File: src/rtl/request_issuer.sv
// rtl/request_issuer.sv - per-port pending-request tracker feeding a one-hot grant selector
// Optional build macro: GRANT_CHECK_EN (adds sel protocol checker driving err)
module request_issuer #(
  parameter int WIDTH = 4,
  parameter int CNT_W = 3,
  parameter int IDX_W = $clog2(WIDTH)
) (
  input  logic             clk,
  input  logic             rst_n,
  input  logic [WIDTH-1:0] push,
  input  logic             hold,
  output logic [WIDTH-1:0] requests,
  output logic             en,
  input  logic [WIDTH-1:0] sel,
  output logic             grant_valid,
  output logic [IDX_W-1:0] grant_id,
  output logic             overflow,
  output logic             err
);

  localparam logic [CNT_W-1:0] CNT_MAX = '1;

  logic [CNT_W-1:0] count [WIDTH];
  logic [WIDTH-1:0] accept_raw;
  logic [WIDTH-1:0] accept;
  logic [IDX_W-1:0] low_idx;

  // A port is requesting whenever it still holds pending credit.
  always_comb begin
    requests = '0;
    for (int i = 0; i < WIDTH; i++) begin
      requests[i] = (count[i] != '0);
    end
  end

  assign en         = ~hold & (|requests);
  assign accept_raw = sel & requests & {WIDTH{en}};

`ifdef GRANT_CHECK_EN
  logic chk_err;

  // A bad sel (multi-hot, grant to an idle port, or grant while disabled) is rejected outright.
  always_comb begin
    chk_err = 1'b0;
    if ((sel & (sel - 1'b1)) != '0) chk_err = 1'b1;
    if ((sel & ~requests) != '0)    chk_err = 1'b1;
    if ((sel != '0) && !en)         chk_err = 1'b1;
  end

  assign accept = chk_err ? '0 : accept_raw;

  // Sticky error flag; only reset clears it.
  always_ff @(posedge clk or negedge rst_n) begin
    if (!rst_n) begin
      err <= 1'b0;
    end else if (chk_err) begin
      err <= 1'b1;
    end
  end
`else
  assign accept = accept_raw;
  assign err    = 1'b0;
`endif

  // Lowest accepted index wins the report when several ports are accepted together.
  always_comb begin
    low_idx = '0;
    for (int i = WIDTH - 1; i >= 0; i--) begin
      if (accept[i]) low_idx = IDX_W'(i);
    end
  end

  // Per-port saturating credit counters plus the sticky overflow flag.
  always_ff @(posedge clk or negedge rst_n) begin
    if (!rst_n) begin
      for (int i = 0; i < WIDTH; i++) begin
        count[i] <= '0;
      end
      overflow <= 1'b0;
    end else begin
      for (int i = 0; i < WIDTH; i++) begin
        if (push[i] && !accept[i]) begin
          if (count[i] == CNT_MAX) begin
            overflow <= 1'b1;
          end else begin
            count[i] <= count[i] + 1'b1;
          end
        end else if (accept[i] && !push[i]) begin
          count[i] <= count[i] - 1'b1;
        end
      end
    end
  end

  // Report the accepted grant one cycle later; grant_id keeps its last value otherwise.
  always_ff @(posedge clk or negedge rst_n) begin
    if (!rst_n) begin
      grant_valid <= 1'b0;
      grant_id    <= '0;
    end else begin
      grant_valid <= |accept;
      if (|accept) begin
        grant_id <= low_idx;
      end
    end
  end

endmodule

File: config.mk
export PLATFORM = sky130hd
export DESIGN_NAME = request_issuer
export DESIGN_NICKNAME = d
export VERILOG_FILES = /design/src/rtl/request_issuer.sv
export SDC_FILE = /design/constraint.sdc
export NUM_CORES = 1
export LEC_CHECK = 0
export CAP_MARGIN = 20
export CORE_UTILIZATION = 45
export CTS_CLUSTER_DIAMETER = 100
export DETAILED_ROUTE_END_ITERATION = 8
export GPL_ROUTABILITY_DRIVEN = 1
export PLACE_DENSITY_LB_ADDON = 0.05
export SLEW_MARGIN = 15
export SYNTH_ARGS = -nofsm -noshare
export SYNTH_HDL_FRONTEND = slang
export SYNTH_SLANG_ARGS = --single-unit
File: constraint.sdc
create_clock -name clk -period 5.3 [get_ports clk]
set_input_delay 1.06 -clock clk [delete_from_list [all_inputs] [get_ports clk]]
set_output_delay 1.06 -clock clk [all_outputs]
set_load 0.01 [all_outputs]
After elaboration in Yosys (flattened, before gate mapping). Index checks and enable logic that the tools add are counted.

Register bits after elaboration: 16. Bits of input ports: 11. Logic and storage cells: 81.

$add $sub $neg: 8. Equal/unequal tests: 8. Multiplexer cells: 24. Bitwise logic cells: 4. Reduce and logical (&&, ||, !) cells: 30.

Operators with widths (count): $mux W3 (12); $add A3 B1 Y3 const B (4); $eq A3 B3 Y1 const B (4); $reduce_bool A3 Y1 (4); $sub A3 B1 Y3 const B (4); $and A4 B4 Y4 (2); $logic_and A1 B1 Y1 (8); $logic_not A1 Y1 (8); $mux W1 (8); $mux W2 (4); $ne A2 B2 Y1 const B (4); $reduce_and A2 Y1 (4); $reduce_bool A2 Y1 (4); $reduce_or A4 Y1 (2); $and A1 B1 Y1 (1); $not A1 Y1 (1).

Depth between registers and ports, before layout.
Word-level depth: 13. Depth in mapped cells: 9. Depth with buffers taken out: 9.

Least setup slack after synthesis. OpenSTA, ideal clock, no wires.

Path type: input -> register. From: input push[3]. To: register count[2] in the netlist's numbering. Library setup time: 0.134 ns. Data arrival time: 2.643 ns. Slack: 2.524 ns. Cell stages on the path: 6. Buffers on the path: 1. Path through: clkbuf_1 o21ai_0 fa_1 or4_1 o211ai_1 o211ai_1.

Word-level cells in the longest chain between the ends: 4.

RTL lines: start: declaration (line 10) `input logic [WIDTH-1:0] push,`; $logic_not A1 Y1 (line 88) `end else if (accept[i] && !push[i]) begin`; $logic_and A1 B1 Y1 (line 88); $reduce_bool A2 Y1 (no source line); $reduce_and A2 Y1 (no source line); end signal: indexed assignment (line 86) `count[i] <= count[i] + 1'b1;`; end signal: indexed assignment (line 89) `count[i] <= count[i] - 1'b1;`; end: declaration (line 23) `logic [CNT_W-1:0] count [WIDTH];`.

Several ways; a longest one is shown, not always the timed one. A chain may end at the register's enable or synchronous reset.

Worst setup path after layout.
From: input hold. To: output en.

Word-level cells in the longest chain between the ends: 2.

RTL lines: start: declaration (line 11) `input logic hold,`; $not A1 Y1 (line 36) `assign en = ~hold & (|requests);`; $and A1 B1 Y1 (line 36); end: declaration (line 13) `output logic en,`.

Every way passes these cells.

==> flow_summary.yaml <==
drt:
  finalWirelength_um: 2777
  drtIter0Drc: 30
  drcViolationCount: 0
  num_vias: 1175
  dr.pass1.iters: 4
  ant_nets: 0
  viasPerCell: 5.995
  wire_per_inst_um: 14.17
logic_synthesis:
  yosys_register_bits: 16
  synth_area_leaders: "dfrtp_1, fa_1, nand2_1"
  ys.warnings.count: 0
  syn_area_per_cell_sq_um: 8.260
  synthXorXnorAreaFrac_pct: 2.079
  synthCells: 153
  ys_seq_area_share_pct: 31.68
  synth.area.mux_share_pct: 1.584
  synth_top_family_by_area: "compound AO/OA/AOI/OAI gates"
  synthArstFlopShare_pct: 100.0
  syn_area_sq_mm: 0.001264
  synth_compound_area_share_pct: 26.14
  synth-simple-area-share_pct: 25.74
  yosysTopAreaCell: "dfrtp_1"
  synth_nets: 168
  synth_cell_types: 49
  synth_edf_count: 0
  synth_top_area_share_pct: 31.68
  synth-main-ff-cell: "dfrtp_1"
  synthAdderAreaFrac_pct: 6.337
sta:
  skew_ps: 1.760
  rsz0062_at_grt: "no"
  final-setup-viol-count: 0
  fin_crit_ps: 3524
  hold_viol_final: 0
  worstMarginPinSlew_ps: 770.8
  max_slew_margin_pct: 48.45
  tns_ps: 0
  setup_ws_ps: 1776
  slew_violations: 0
  fmax_mhz: 283.8
  timing.final.crit_share_pct: 66.49
layout:
  multiInputGateArea_sq_um: 785.8
  fillers: 236
  diodes: 0
  layout-drive-gt1-share_pct: 4.819
  nets: 182
  final-seq-area_sq_um: 400.4
  syn_to_final_growth_pct: 16.53
clock_network:
  cts.sinks: 16
  cts.clk_slew.worst_paths_ps: 100
  clk_path_buf_depth: 2
  tritoncts: "yes"
  cts_made_buffers: 3
  holdBufCountCts: 0
  postCtsSetupRepairBufs: 0
  htree_levels: 1
  post_cts_resized: 0
  root_buffer: "clkbuf_4"
  insertion_delay_ps: 280
floorplan:
  row_count: 18
  die_area_sq_mm: 0.003024
  die_h_um: 54.99
  io_pins: 21
  die_w_um: 54.99
  coreArea_sq_mm: 0.002567
  initial_core_util_pct: 49.22
power:
  powerDensity_mw_per_mm2: 479.7
  p_leak_uw: 0.0005777
  worst_ir_drop_vdd_mv: 0.2737
placed_design:
  dp_hpwl_um: 2051
  portBuffers: 19
  dp_slack_ps: 1792
  place_congestion: 0.8038
run:
  maxCapViolations: 0
worst_setup_path:
  critPathMaxFanout: 11
  start_kind: "input pin"
  critPathRequiredTime_ps: 4240
  critPathArrivalTime_ps: 2460
  cp-end-kind: "output pin"
  crit_type: "in2out"
worst_hold_path:
  hold_path.class: "reg2reg"
global_routing:
  grt_max_degree: 17
  grt_pass1_vias: 1004
  overflow: 0
  antenna_found_initial: 0
  grt_use_total_pct: 20.58
  grt_pass1_wl_um: 4464
run_status:
  status: "complete, no violations"
[metrics by stage]
step	std cells	instance area [sq um]	utilization, %	hold slack (ps)	total power, uW
global route	196	1473	57.36	512.2	776.6
floorplan	153	1264	-	532.3	531.1
finish	196	1473	57.36	497.9	706.4
CTS	196	1473	57.36	506.8	709.3
detailed placement	192	1436	55.95	482.3	622.9
global placement	192	1436	55.95	481.4	605.2
[sequential cells by signal, indices dropped and copies added, names as in the netlist]
name	count
count	12
grant_id	2
grant_valid	1
overflow	1
[Yosys cell counts, drive strengths merged, types with 2 or more instances]
master / number
dfrtp: 16
mux2i: 2
nand2: 18
nor2b: 6
a21o: 2
or3: 3
o21ai: 12
xor2: 2
o22ai: 2
o211ai: 6
fa: 4
a21oi: 10
nand2b: 4
and3: 2
a211oi: 2
nand3: 6
and2: 2
nor3: 7
clkbuf: 6
a221oi: 2
buf: 4
o31ai: 2
inv: 6
nor2: 8
[report_power, final]
group / switching (uW) / internal [uW] / leakage (uW)
Clock: 41.8 / 41.8 / 0.0000210
Combinational: 167 / 177 / 0.000375
Sequential: 104 / 175 / 0.000182
[cell usage in the layout, fill, tap and decap left out, types with 2 or more instances in the layout]
cell type / count
fa_1: 4
a221oi_1: 2
nor2b_1: 6
nor2_1: 8
nor3_1: 7
dfrtp_1: 16
clkbuf_4: 3
and3_1: 2
xor2_1: 2
a211oi_1: 2
nand3_1: 6
nand2_1: 18
inv_1: 6
a21o_1: 2
o22ai_1: 2
o21ai_0: 12
nand2b_1: 4
o211ai_1: 6
mux2i_1: 2
clkdlybuf4s50_1: 19
a21oi_1: 10
or3_1: 2
[worst max-delay path, stage by stage]
cell and delay, ps:
clkdlybuf4s50_1 580, nor2_1 250, clkdlybuf4s50_1 570
[layer usage]
layer	vias up	GRT usage, %	share of wire, %
met5	-	0	0
met4	0	7.083	1.1
met3	4	2.459	3.2
met2	18	34.34	47
met1	569	27.30	48
li1	584	-	-
[final timing paths]
path                        startpoint     endpoint  slack [ps]  cells after the start
max                               hold           en        1780                      3
min                        grant_id[0]  grant_id[0]         500                      1
max reg2reg                   count[1]     count[2]        2770                      6
min reg2reg                grant_id[0]  grant_id[0]         500                      1
max in group asynchronous        rst_n     count[0]        3610                      1
min in group asynchronous        rst_n     count[7]        1210                      1
[kinds of logic after synthesis]
| logic type | Yosys count |
|---|---|
| and+or+nand+nor | 62 |
| AOI/OAI and AO/OA | 49 |
| DFF | 16 |
| buffers and inverters | 16 |
| adders and majority gates | 4 |
| xor gates and xnor gates | 3 |
| muxes | 2 |
| other | 1 |
[final cells by class]
type / count / area share (%)
clock buffer: 4 / 2.464
multi-input combinational: 121 / 53.36
tap: 30 / 2.549
inverter: 6 / 1.529
timing repair buffer: 19 / 12.91
sequential: 16 / 27.19
(Power assumes the default switching activity.)
